## config.mk

```make
export PLATFORM = sky130hd
export DESIGN_NAME = sixty_four_bit_register_file_flat
export DESIGN_NICKNAME = d
export VERILOG_FILES = /design/src/rtl/sixty_four_bit_register_file_pkg.sv /design/src/rtl/sixty_four_bit_register_file_if.sv /design/src/rtl/sixty_four_bit_register_file_read_port.sv /design/src/rtl/sixty_four_bit_register_file.sv /design/src/flat_wrapper.sv
export SDC_FILE = /design/constraint.sdc
export NUM_CORES = 2
export LEC_CHECK = 0
export BUFFER_PORTS_ARGS = -buffer_cell sky130_fd_sc_hd__buf_2
export CAP_MARGIN = 25
export CELL_PAD_IN_SITES_DETAIL_PLACEMENT = 1
export CELL_PAD_IN_SITES_GLOBAL_PLACEMENT = 2
export CORE_MARGIN = 3
export CORE_UTILIZATION = 44
export CTS_BUF_LIST = sky130_fd_sc_hd__clkbuf_8 sky130_fd_sc_hd__clkbuf_16
export CTS_CLUSTER_DIAMETER = 30
export DETAILED_ROUTE_END_ITERATION = 12
export PLACE_DENSITY = 0.85
export SLEW_MARGIN = 20
export SYNTH_ARGS = -nofsm -noshare
export SYNTH_HDL_FRONTEND = slang
export SYNTH_HIERARCHICAL = 1
export SYNTH_SLANG_ARGS = --single-unit
```

## constraint.sdc

```tcl
create_clock -name clk -period 66.2 [get_ports clk]
set_clock_uncertainty 0.15 [all_clocks]
set_input_delay 13.24 -clock clk [delete_from_list [all_inputs] [get_ports clk]]
set_output_delay 13.24 -clock clk [all_outputs]
set_load 0.02 [all_outputs]
```

## src/rtl/sixty_four_bit_register_file_pkg.sv

```systemverilog
// Shared LEGv8 definitions for the register file and its users.
//   REG_COUNT  : number of architectural registers
//   REG_ADDR_W : register index width
//   XLEN       : register width in bits
//   XZR_ADDR   : index of the zero register (only special when REGFILE_XZR_EN)
package legv8_pkg;
  localparam int        REG_COUNT  = 32;
  localparam int        REG_ADDR_W = 5;
  localparam int        XLEN       = 64;
  localparam logic [4:0] XZR_ADDR  = 5'd31;

  typedef logic [REG_ADDR_W-1:0] reg_addr_t;
  typedef logic [XLEN-1:0]       xword_t;
endpackage

```

## src/rtl/sixty_four_bit_register_file_if.sv

```systemverilog
// Register-file access bus: two read addresses/results and one write port.
//   master : drives addresses, write data and reg_write; receives reg_out_1/2
//   slave  : the register file side
interface sixty_four_bit_register_file_if #(
  parameter int DATA_WIDTH = 64,
  parameter int ADDR_WIDTH = 5
);
  logic [ADDR_WIDTH-1:0] read_reg_address_1;
  logic [ADDR_WIDTH-1:0] read_reg_address_2;
  logic [DATA_WIDTH-1:0] data;
  logic [ADDR_WIDTH-1:0] write_reg_address;
  logic                  reg_write;
  logic [DATA_WIDTH-1:0] reg_out_1;
  logic [DATA_WIDTH-1:0] reg_out_2;

  modport master (
    output read_reg_address_1, read_reg_address_2, data, write_reg_address, reg_write,
    input  reg_out_1, reg_out_2
  );

  modport slave (
    input  read_reg_address_1, read_reg_address_2, data, write_reg_address, reg_write,
    output reg_out_1, reg_out_2
  );
endinterface

```

## src/rtl/sixty_four_bit_register_file_read_port.sv

```systemverilog
// regfile_read_port: combinational 2^ADDR_WIDTH:1 read mux over the register array.
//   regs_i : full register array
//   addr_i : register index
//   data_o : selected register (forced to 0 for XZR when REGFILE_XZR_EN is defined)
module regfile_read_port
  import legv8_pkg::*;
#(
  parameter int DATA_WIDTH = XLEN,
  parameter int ADDR_WIDTH = REG_ADDR_W
) (
  input  logic [(1<<ADDR_WIDTH)-1:0][DATA_WIDTH-1:0] regs_i,
  input  logic [ADDR_WIDTH-1:0]                      addr_i,
  output logic [DATA_WIDTH-1:0]                      data_o
);
  always_comb begin
    data_o = regs_i[addr_i];
`ifdef REGFILE_XZR_EN
    if (addr_i == ADDR_WIDTH'(XZR_ADDR)) data_o = '0;
`endif
  end
endmodule

```

## src/rtl/sixty_four_bit_register_file.sv

```systemverilog
// sixty_four_bit_register_file: LEGv8 register file, 32 x 64-bit.
//   clk   : write clock (rising edge)
//   reset : asynchronous active-high clear of every register
//   bus   : slave side of sixty_four_bit_register_file_if
//           (two combinational read ports, one synchronous write port)
// Optional feature macro: REGFILE_XZR_EN -- register 31 reads as 0 and
// ignores writes (LEGv8 XZR). Without it register 31 is ordinary storage.
// No write-to-read bypass: a pending write becomes visible after the edge.
module sixty_four_bit_register_file
  import legv8_pkg::*;
#(
  parameter int DATA_WIDTH = 64,
  parameter int ADDR_WIDTH = 5
) (
  input  logic                          clk,
  input  logic                          reset,
  sixty_four_bit_register_file_if.slave bus
);
  localparam int NREGS = 1 << ADDR_WIDTH;

  logic [NREGS-1:0][DATA_WIDTH-1:0] regs_q, regs_d;
  logic                             wr_blocked;

`ifdef REGFILE_XZR_EN
  assign wr_blocked = (bus.write_reg_address == ADDR_WIDTH'(XZR_ADDR));
`else
  assign wr_blocked = 1'b0;
`endif

  always_comb begin
    regs_d = regs_q;
    if (bus.reg_write && !wr_blocked) regs_d[bus.write_reg_address] = bus.data;
  end

  // Reset wins over a write sampled at the same edge.
  always_ff @(posedge clk or posedge reset) begin
    if (reset) regs_q <= '0;
    else       regs_q <= regs_d;
  end

  regfile_read_port #(.DATA_WIDTH(DATA_WIDTH), .ADDR_WIDTH(ADDR_WIDTH)) u_rd1 (
    .regs_i (regs_q),
    .addr_i (bus.read_reg_address_1),
    .data_o (bus.reg_out_1)
  );

  regfile_read_port #(.DATA_WIDTH(DATA_WIDTH), .ADDR_WIDTH(ADDR_WIDTH)) u_rd2 (
    .regs_i (regs_q),
    .addr_i (bus.read_reg_address_2),
    .data_o (bus.reg_out_2)
  );
endmodule

```

## src/flat_wrapper.sv

```systemverilog
// flat-port wrapper written by rule: the top's interface ports become plain ports
module sixty_four_bit_register_file_flat import legv8_pkg::*;
#(
  parameter int DATA_WIDTH = 64,
  parameter int ADDR_WIDTH = 5
)
  (clk, reset, bus_read_reg_address_1, bus_read_reg_address_2, bus_data, bus_write_reg_address, bus_reg_write, bus_reg_out_1, bus_reg_out_2);
  sixty_four_bit_register_file_if #(.DATA_WIDTH(DATA_WIDTH), .ADDR_WIDTH(ADDR_WIDTH)) bus_i ();
  input  logic clk;
  input  logic reset;
  input wire logic [$bits(bus_i.read_reg_address_1)-1:0] bus_read_reg_address_1;
  input wire logic [$bits(bus_i.read_reg_address_2)-1:0] bus_read_reg_address_2;
  input wire logic [$bits(bus_i.data)-1:0] bus_data;
  input wire logic [$bits(bus_i.write_reg_address)-1:0] bus_write_reg_address;
  input wire logic [$bits(bus_i.reg_write)-1:0] bus_reg_write;
  output wire logic [$bits(bus_i.reg_out_1)-1:0] bus_reg_out_1;
  output wire logic [$bits(bus_i.reg_out_2)-1:0] bus_reg_out_2;
  assign bus_i.read_reg_address_1 = bus_read_reg_address_1;
  assign bus_i.read_reg_address_2 = bus_read_reg_address_2;
  assign bus_i.data = bus_data;
  assign bus_i.write_reg_address = bus_write_reg_address;
  assign bus_i.reg_write = bus_reg_write;
  assign bus_reg_out_1 = bus_i.reg_out_1;
  assign bus_reg_out_2 = bus_i.reg_out_2;
  sixty_four_bit_register_file #(.DATA_WIDTH(DATA_WIDTH), .ADDR_WIDTH(ADDR_WIDTH)) u_core (.clk(clk), .reset(reset), .bus(bus_i));
endmodule
```

==> flow_summary.json <==
{
  "status": "finished, final reports clean",
  "cap_violations": 0,
  "seqCellArea_um2": 51200,
  "p_leak_nw": 55.9,
  "synth_edf_count": 0,
  "setup_viol": 0,
  "syn_inst": 6561,
  "multi_input_area_um2": 54300,
  "grt_pass1_vias": 75977,
  "regMostFlops": "u_core/regs_q",
  "ios": 210,
  "syn_nets": 6643,
  "crit_arrival_ns": 17.58,
  "core_area_um2": 244000,
  "peakVddDrop_mv": 0.0295,
  "period_minus_slack_ns": 30.97,
  "cts_tree": "yes",
  "cpPeakStageDelay_ns": 1.02,
  "finalNetCount": 6739,
  "avgSynthCellArea_um2": 16.5,
  "tns_ns": 0,
  "max_freq_mhz": 32.3,
  "n_fill_cell": 21830,
  "path_buf_inv": 4,
  "path_common_cell": "buf_4",
  "synth_top_cell_by_area": "dfrtp_1",
  "synthTopCellsByCount": "mux2_2 (2200), dfrtp_1 (2048), mux4_2 (1132)",
  "grt_max_degree": 170,
  "initial_core_util_pct": 44.4,
  "numCtsBuffers": 451,
  "synth_seq_cells": 2048,
  "power.density_nw_per_um2": 38.1,
  "hp-class": "reg2reg",
  "final_hold_viol_count": 0,
  "required_ns": 52.81,
  "cts_resized": 0,
  "reg_top3": "u_core/regs_q (2048)",
  "global_route.usage.total_pct": 28.8,
  "layoutNonFillerInstCount": 10254,
  "antenna_found_initial": 35,
  "dieWidth_um": 503,
  "gp_congestion": 0.766,
  "grt-ovfl-total": 0,
  "cts_hold_buf": 0,
  "ys_types": 30,
  "yosys_warnings": 6,
  "clk_latency_ns": 0.92,
  "syn2layout_area_growth_pct": 18.5,
  "worstSetupEndpointType": "output pin",
  "die_y_um": 503,
  "largest_register_ffs": 2048,
  "cts.htree.levels": 5,
  "worst_setup_path_start_kind": "primary input",
  "cts.sinks": 2048,
  "dieArea_um2": 253000,
  "top_usage_layer": "met2",
  "crit_chain": "buf_8 -> buf_4 -> buf_4 -> mux4_2 -> mux2_2 -> o22ai_1 -> a221oi_1 -> buf_2",
  "drc": 0,
  "post_cts_buffers": 0,
  "fin_crit_sh_pct": 46.8,
  "syn_area_um2": 109000,
  "grt_use_met1_pct": 37.3,
  "clk_pin_slew_ns": 0.05,
  "use_met2_pct": 47.2,
  "rsz0062_at_grt": "false",
  "dp_hpwl_um": 192000,
  "hold_slack_ns": 0.371,
  "maxSlewHeadroom_pct": 18.2,
  "routedWlPerCell_um": 35.6,
  "worst_pin_slew_ns": 1.23,
  "drt-total-wl_um": 365000,
  "clockBufferDepth": 4,
  "crit_fanout": 60,
  "grtUsageMet3_pct": 5.50,
  "yosysMostFrequentCell": "mux2_2",
  "synth_top_area_share_pct": 47.2,
  "ys.flop_type": "dfrtp_1",
  "cpMaxStageDelayCell": "a221oi_1",
  "grt_pass1_wl_um": 538000,
  "rows": 181,
  "netlist_top_cells_area": "dfrtp_1 (47%), mux4_2 (23%), mux2_2 (23%), mux2i_1 (2.0%), buf_2 (1.4%)",
  "crit_family": "buffers and inverters",
  "vias_per_cell": 6.64,
  "synth.yosys.seq_area_share_pct": 47.2,
  "critPathKind": "in2out",
  "port_buffers": 209,
  "cts-root-buf": "clkbuf_16",
  "synth-async-reset-ratio_pct": 100,
  "place_inst": 9394,
  "first_iter_violations": 6124,
  "ant_nets": 0,
  "vias": 68065,
  "drt_pass1_iterations": 7,
  "final-max-slew-violation-count": 0,
  "drive_gt1_share_pct": 64.4
}
-- cell usage in the layout, fill, tap and decap left out, types with 4 or more instances in the layout --
master / n
mux2i_1: 218
nand2_4: 11
mux4_2: 1132
buf_12: 13
clkinv_4: 26
buf_6: 7
clkinv_16: 6
nor2_4: 12
inv_1: 53
o22ai_1: 50
clkinv_2: 76
a221oi_1: 50
o21ai_1: 4
dfrtp_1: 2048
nand2b_1: 4
buf_2: 199
buf_8: 6
mux2_2: 2200
inv_6: 21
o21ai_0: 22
inv_16: 5
nand3_4: 4
buf_16: 11
o22a_1: 26
bufinv_16: 77
diode_2: 13
nor2b_1: 24
clkbuf_16: 452
clkinv_8: 4
clkbuf_8: 64
clkinvlp_4: 58
buf_4: 130
-- per-layer routing --
layer  share of wire, %  up-vias
met1                 39    37847
met3                7.2      888
met2                 49     3145
met5              0.032        -
li1                   -    26167
met4                4.6       18
-- power by group --
group	switching [mW]	total, mW	internal, mW
logic	0.336	0.823	0.488
registers	0.200	1.70	1.50
clock network	0.765	2.38	1.61
-- metrics by stage --
step / worst slack, ns / cell area, µm² / power (mW) / util, %
finish: 35.23 / 129000 / 4.90 / 52.6
global route: 35.11 / 129000 / 5.07 / 52.6
CTS: 35.13 / 128000 / 4.92 / 52.5
detailed placement: 35.05 / 112000 / 2.50 / 45.9
global placement: 35.14 / 112000 / 2.44 / 45.8
floorplan: 24.37 / 109000 / 2.28 / -
-- final cells by class --
type	instances	share of cell area, %
Clock inverter	321	3.16
Timing Repair Buffer	369	2.13
Inverter	5	0.0175
Antenna cell	13	0.0253
Sequential cell	2048	39.8
Multi-Input combinational cell	3782	42.2
Clock buffer	514	9.46
Tap cell	3202	3.12
-- cell families after synthesis --
logic type / after synthesis / share of synthesized area [%]
buf+inv: 731 / 3.00
compound gates: 152 / 1.02
simple gates: 80 / 0.448
flops: 2048 / 47.2
mux: 3550 / 48.3
-- worst paths after layout --
| check | slack, ns | from | depth (start not counted) | endpoint |
|---|---|---|---|---|
| worst max-delay path | 35.23 | bus_read_reg_address_1[0] | 8 | bus_reg_out_1[63] |
| min in group asynchronous | 12.32 | reset | 2 | u_core/regs_q[190] |
| worst min register to register | 0.37 | u_core/regs_q[943] | 1 | u_core/regs_q[943] |
| worst max register to register | 65.18 | u_core/regs_q[726] | 1 | u_core/regs_q[726] |
| max in group asynchronous | 49.18 | reset | 9 | u_core/regs_q[1292] |
| worst min-delay path | 0.37 | u_core/regs_q[943] | 1 | u_core/regs_q[943] |
(Power assumes the default switching activity.)
